### config.mk
export PLATFORM = sky130hd
export DESIGN_NAME = seg_scan_ctrl
export DESIGN_NICKNAME = d
export VERILOG_FILES = /design/src/rtl/seg_scan_ctrl.sv
export SDC_FILE = /design/constraint.sdc
export NUM_CORES = 1
export LEC_CHECK = 0
export CAP_MARGIN = 5
export CORE_MARGIN = 5
export CORE_UTILIZATION = 48
export DETAILED_ROUTE_END_ITERATION = 12
export PLACE_DENSITY = 0.73
export SYNTH_ARGS = -nofsm -noshare
export SYNTH_HDL_FRONTEND = slang
export SYNTH_SLANG_ARGS = --single-unit
### constraint.sdc
create_clock -name clk -period 2.15 [get_ports clk]
set_input_delay 0.43 -clock clk [delete_from_list [all_inputs] [get_ports clk]]
set_output_delay 0.43 -clock clk [all_outputs]
set_load 0.02 [all_outputs]
### src/rtl/seg_scan_ctrl.sv
// seg_scan_ctrl: time-multiplexed scan controller for NUM_DIGITS common-anode
// 7-segment digits sharing one hex decoder. A double-buffered frame is loaded
// through a ready/load handshake. The new frame takes effect only at a frame
// boundary, so a displayed frame never mixes old and new digits.
//
// Optional feature macro: SEG_SCAN_BLINK_EN
//   When it is defined, the block adds the blink_mask input and a 6-bit frame
//   counter. The counter MSB is the blink phase. While the phase is 1, digits
//   whose blink bit is set stay dark.
//
// Ports:
//   clk         system clock
//   reset       synchronous, active-high reset
//   load        one-cycle capture request, accepted only while ready=1
//   data        digit nibbles, digit k = data[4k+3:4k]
//   blank_mask  1 = digit k dark
//   blink_mask  (SEG_SCAN_BLINK_EN only) 1 = digit k blinks
//   ready       1 = shadow buffer free
//   inp_out     nibble to the decoder input
//   anode       active-low digit enables
//   digit_idx   digit currently scanned
module seg_scan_ctrl #(
  parameter int unsigned NUM_DIGITS   = 4,
  parameter int unsigned DIV          = 50000,
  parameter int unsigned BLANK_CYCLES = 2
) (
  input  logic                          clk,
  input  logic                          reset,
  input  logic                          load,
  input  logic [4*NUM_DIGITS-1:0]       data,
  input  logic [NUM_DIGITS-1:0]         blank_mask,
`ifdef SEG_SCAN_BLINK_EN
  input  logic [NUM_DIGITS-1:0]         blink_mask,
`endif
  output logic                          ready,
  output logic [3:0]                    inp_out,
  output logic [NUM_DIGITS-1:0]         anode,
  output logic [$clog2(NUM_DIGITS)-1:0] digit_idx
);

  localparam int unsigned IDX_W = $clog2(NUM_DIGITS);
  localparam int unsigned CNT_W = (DIV > 1) ? $clog2(DIV) : 1;
  localparam int unsigned DAT_W = 4 * NUM_DIGITS;

  typedef enum logic {ST_BLANK, ST_SHOW} state_t;

  state_t                r_state;
  logic [CNT_W-1:0]      r_cnt;
  logic [DAT_W-1:0]      r_act_data, r_shd_data;
  logic [NUM_DIGITS-1:0] r_act_mask, r_shd_mask;

  logic                  w_slot_end, w_frame_end, w_commit, w_nxt_show;
  logic [CNT_W-1:0]      w_nxt_cnt;
  logic [IDX_W-1:0]      w_nxt_idx;
  logic [DAT_W-1:0]      w_nxt_act_data;
  logic [NUM_DIGITS-1:0] w_nxt_act_mask;
  logic [NUM_DIGITS-1:0] w_blink_dark;
  logic [NUM_DIGITS-1:0] w_lit;
  logic [3:0]            w_nxt_nibble;

  // Slot, digit and frame sequencing, as the values they take after this edge.
  assign w_slot_end  = (r_cnt == CNT_W'(DIV - 1));
  assign w_frame_end = w_slot_end && (digit_idx == IDX_W'(NUM_DIGITS - 1));
  assign w_commit    = w_frame_end && !ready;
  assign w_nxt_cnt   = w_slot_end ? '0 : r_cnt + CNT_W'(1);
  assign w_nxt_idx   = !w_slot_end ? digit_idx :
                       (digit_idx == IDX_W'(NUM_DIGITS - 1)) ? '0 : digit_idx + IDX_W'(1);
  assign w_nxt_show  = (w_nxt_cnt >= CNT_W'(BLANK_CYCLES));

  // The active frame as it will be after this edge. A commit edge already uses the new frame.
  assign w_nxt_act_data = w_commit ? r_shd_data : r_act_data;
  assign w_nxt_act_mask = w_commit ? r_shd_mask : r_act_mask;
  assign w_nxt_nibble   = w_nxt_act_data[4*w_nxt_idx +: 4];

`ifdef SEG_SCAN_BLINK_EN
  logic [5:0]            r_frame;
  logic [5:0]            w_nxt_frame;
  logic [NUM_DIGITS-1:0] r_act_blink, r_shd_blink;
  logic [NUM_DIGITS-1:0] w_nxt_act_blink;

  assign w_nxt_frame     = w_frame_end ? r_frame + 6'd1 : r_frame;
  assign w_nxt_act_blink = w_commit ? r_shd_blink : r_act_blink;
  assign w_blink_dark    = {NUM_DIGITS{w_nxt_frame[5]}} & w_nxt_act_blink;

  // Frame counter and the blink mask buffers.
  always_ff @(posedge clk) begin
    if (reset) begin
      r_frame     <= '0;
      r_act_blink <= '0;
      r_shd_blink <= '0;
    end else begin
      r_frame <= w_nxt_frame;
      if (load && ready)
        r_shd_blink <= blink_mask;
      else if (w_commit)
        r_act_blink <= r_shd_blink;
    end
  end
`else
  assign w_blink_dark = '0;
`endif

  // One-hot active-high enable for the digit shown in the next slot.
  always_comb begin
    w_lit = '0;
    for (int k = 0; k < NUM_DIGITS; k++) begin
      if (IDX_W'(k) == w_nxt_idx)
        w_lit[k] = ~w_nxt_act_mask[k] & ~w_blink_dark[k];
    end
  end

  // Scan FSM, the frame buffers and the registered outputs.
  always_ff @(posedge clk) begin
    if (reset) begin
      r_state    <= ST_BLANK;
      r_cnt      <= '0;
      digit_idx  <= '0;
      anode      <= '1;
      inp_out    <= '0;
      ready      <= 1'b1;
      r_act_data <= '0;
      r_shd_data <= '0;
      r_act_mask <= '1;
      r_shd_mask <= '1;
    end else begin
      r_cnt     <= w_nxt_cnt;
      digit_idx <= w_nxt_idx;

      case (r_state)
        ST_BLANK: if (w_nxt_show)  r_state <= ST_SHOW;
        ST_SHOW:  if (!w_nxt_show) r_state <= ST_BLANK;
        default:  r_state <= ST_BLANK;
      endcase
      anode <= w_nxt_show ? ~w_lit : '1;

      // The nibble changes only at a digit change, so it is stable through BLANK.
      if (w_slot_end)
        inp_out <= w_nxt_nibble;

      // A load is accepted only while ready=1, and a commit needs ready=0, so the two never collide.
      if (load && ready) begin
        r_shd_data <= data;
        r_shd_mask <= blank_mask;
        ready      <= 1'b0;
      end else if (w_commit) begin
        r_act_data <= r_shd_data;
        r_act_mask <= r_shd_mask;
        ready      <= 1'b1;
      end
    end
  end

endmodule
==> impl_metrics.yaml <==
clock_tree:
  hold_buffers: 0
  cts_tree: "done"
  clock_latency_ps: 340
  cts_root_buffer: "clkbuf_8"
  cts.clk_slew.worst_paths_ps: 70
  cts_max_level: 3
  clk_path_buf_depth: 2
  clock-sinks: 67
  numCtsBuffers: 9
timing:
  finClkSkew_ps: 6.94
  min_period_ps: 2230
  rsz0062_at_grt: "true"
  hold_viol: 0
  hold_slack_ps: 449
  fmax_mhz: 448
  finalCritPeriodShare_pct: 104
  worst_pin_slew_ps: 685
  fin_ws_ps: -82.0
  maxSlewHeadroom_pct: 54.2
  finalMaxSlewViolations: 0
  finalSetupTns_ps: -286
  setup_violations: 8
run:
  drv_cap: 0
power_and_ir_drop:
  pwr_density_cell_nw_per_um2: 675
  ir_worst_vdd_v: 0.000560
  power.leakage_nw: 1.47
  power_mw: 2.63
critical_path:
  cp.required_ps: 2370
  cp_max_fo: 6
  cp.arrival_ps: 2460
  r2r_setup_slack_ps: -80
  path_cells: "or4b_4 > nor4_4 > buf_4 > nand2_8 > mux2i_2 > o221ai_2 > nor3b_2"
  start_kind: "flip-flop"
  path_class: "reg -> reg"
  critPathCaptureType: "flip-flop"
  max_stage_delay_ps: 540
  slowest_stage: "or4b_4"
logic_synthesis:
  synth_top_cell_area_share_pct: 45.7
  synth_top_family_by_area: "simple AND/OR/NAND/NOR gates"
  synth_top_area_cell: "dfxtp_1"
  syn_area_um2: 2930
  ys_seq_elements: 67
  synth_cell_types: 42
  synth_fp_nets: 376
  syn_area_per_cell_um2: 8.38
  netlist_top_cells_area: "dfxtp_1, nand2_1, mux2i_1"
  synth_compound_area_share_pct: 12.1
  ys_warn_count: 0
  muxShareOfSynthArea_pct: 5.84
  synthAdderAreaFrac_pct: 1.28
  synth_xor_area_share_pct: 5.07
  seq_area_frac_synth_pct: 45.7
  synth-simple-area-share_pct: 26.4
  synthCells: 350
global_routing:
  grt_pass1_vias: 2504
  overflow: 0
  grt_use_total_pct: 19.3
  grt_pass1_wl_um: 11600
  antenna_found_initial: 0
  grt_max_degree: 27
route:
  vias_per_cell: 5.44
  drt_pre_antenna_iters: 5
  drt_iter0_drc: 195
  drc: 0
  totalWireLength_um: 7170
  wl_per_cell_um: 14.8
  num_vias: 2632
  ant_nets: 0
finish:
  fillers: 475
  final_cell_area_um2: 3900
  nets: 430
  fin_cells: 484
  drive_gt1_share_pct: 17.8
  n_antenna_cell: 0
  area_growth_pct: 32.9
placed_design:
  post_dp_cell_area_um2: 3490
  dp_hpwl_um: 4590
  portBuffers: 33
  placed_cells: 463
  gp_congestion: 0.851
status:
  outcome: "finished, violations left"
  violations: "setup timing"
min_path:
  hold_path_class: "reg -> reg"
floorplanning:
  num_rows: 28
  die-width_um: 88.2
  die_y_um: 88.2
  initial_utilization_pct: 49.6
  ios: 34
  core_area_um2: 5920
  die_area_um2: 7780
## critical path: cells and delay by family, from the launching register on
kind / cells / cell delay (ps)
multiplexers: 1 / 290
AND/OR/NAND/NOR: 4 / 1160
AO/OA/AOI/OAI: 1 / 130
buffers and inverters: 1 / 200
flip-flops: 1 / 340
## cells by family (layout without fill, tap and decap cells)
group | Yosys count | count (layout)
flops | 67 | 67
fa+ha+maj | 3 | 3
xor+xnor | 17 | 17
simple gates | 161 | 161
mux | 17 | 17
buf+inv | 26 | 85
compound gates | 59 | 59
## per-stage QoR
stage | worst slack, ps | util (%)
final | -82.0 | 65.8
after global routing | -130 | 65.8
after CTS | -8.63 | 64.1
after detailed placement | -22.8 | 59.0
after global placement | 55.6 | 59.0
after floorplan | -98.6 | -
## registers in the layout (all words and copies together), names as in the netlist
| signal | flops |
|---|---|
| r_act_data | 16 |
| r_shd_mask | 4 |
| ready | 1 |
| r_cnt | 16 |
| anode | 4 |
| digit_idx | 2 |
| r_act_mask | 4 |
| inp_out | 4 |
| r_shd_data | 16 |
## repair_timing
item / CTS / global route
gates resized for setup: 6 / 19
pin swaps: 3 / 4
endpoints found under the setup margin: 2 / 12
hold endpoints to repair: 0 / 0
setup buffers: 4 / 1
## cells in the final DEF (no fill, tap or decap), types with 4 or more instances in the layout
master,Yosys,routed
nand3_1,23,23
clkbuf_8,0,10
mux2i_1,16,9
buf_6,1,4
o21ai_0,6,6
nor2_1,40,40
a21oi_1,31,31
mux2i_4,0,4
o31ai_1,4,4
xor2_1,6,6
nand3b_1,7,7
dfxtp_1,67,65
nand2b_1,7,7
nand2_1,59,59
buf_4,0,28
xnor2_1,11,11
clkdlybuf4s50_1,0,33
## final timing paths
path	start	endpoint	depth (start not counted)
max	r_cnt[4]$_SDFF_PP0_	inp_out[2]$_SDFFE_PP0N_	7
min	r_act_data[13]$_SDFFE_PP0N_	r_act_data[13]$_SDFFE_PP0N_	2
max reg2reg	r_cnt[4]$_SDFF_PP0_	inp_out[2]$_SDFFE_PP0N_	7
min reg2reg	r_act_data[13]$_SDFFE_PP0N_	r_act_data[13]$_SDFFE_PP0N_	2
## power breakdown
part / switching, mW / total (mW) / internal [mW]
clock network: 0.486 / 1.17 / 0.684
registers: 0.0234 / 1.29 / 1.27
logic: 0.0829 / 0.171 / 0.0879
## Yosys cell counts
cell type / count
a21o_1: 2
or2_2: 3
nor2b_1: 2
nor2_1: 40
xor2_1: 6
clkbuf_1: 21
or4_4: 1
o22ai_1: 3
a21oi_1: 31
dfxtp_1: 67
o2bb2ai_1: 1
o221ai_1: 2
nand4_1: 3
o21ai_0: 6
or4b_1: 1
o21bai_1: 2
nor4_4: 1
nand3_1: 23
a31oi_1: 1
or3b_2: 1
mux2i_1: 16
ha_1: 3
nand3b_1: 7
nand2b_1: 7
xnor2_1: 11
and2_1: 1
inv_1: 2
o31ai_1: 4
buf_2: 2
buf_6: 1
nand2_1: 59
o31a_1: 3
nor3b_1: 3
nor3_1: 3
and4_1: 2
a22oi_1: 2
mux2_2: 1
and3_1: 2
and3b_1: 1
o311ai_0: 1
o211ai_1: 1
nand2_2: 1
## final cells by class
cell class	count	area [um^2]	area share (%)
Sequential cell	67	1340	34.5
Timing Repair Buffer	67	626	16.0
Tap cell	75	93.8	2.41
Inverter	2	7.51	0.193
Multi-Input combinational cell	257	1600	41.1
Clock inverter	6	88.8	2.28
Clock buffer	10	138	3.53
## routing by layer
layer / GRT usage, % / share of wire (%) / vias to the layer above
met5: 0 / 0 / -
met4: 6.18 / 1.6 / 0
met3: 5.36 / 5.7 / 11
met2: 33.2 / 51 / 74
met1: 23.3 / 42 / 1236
li1: - / - / 1311
Power figures use the tool's default switching activity.
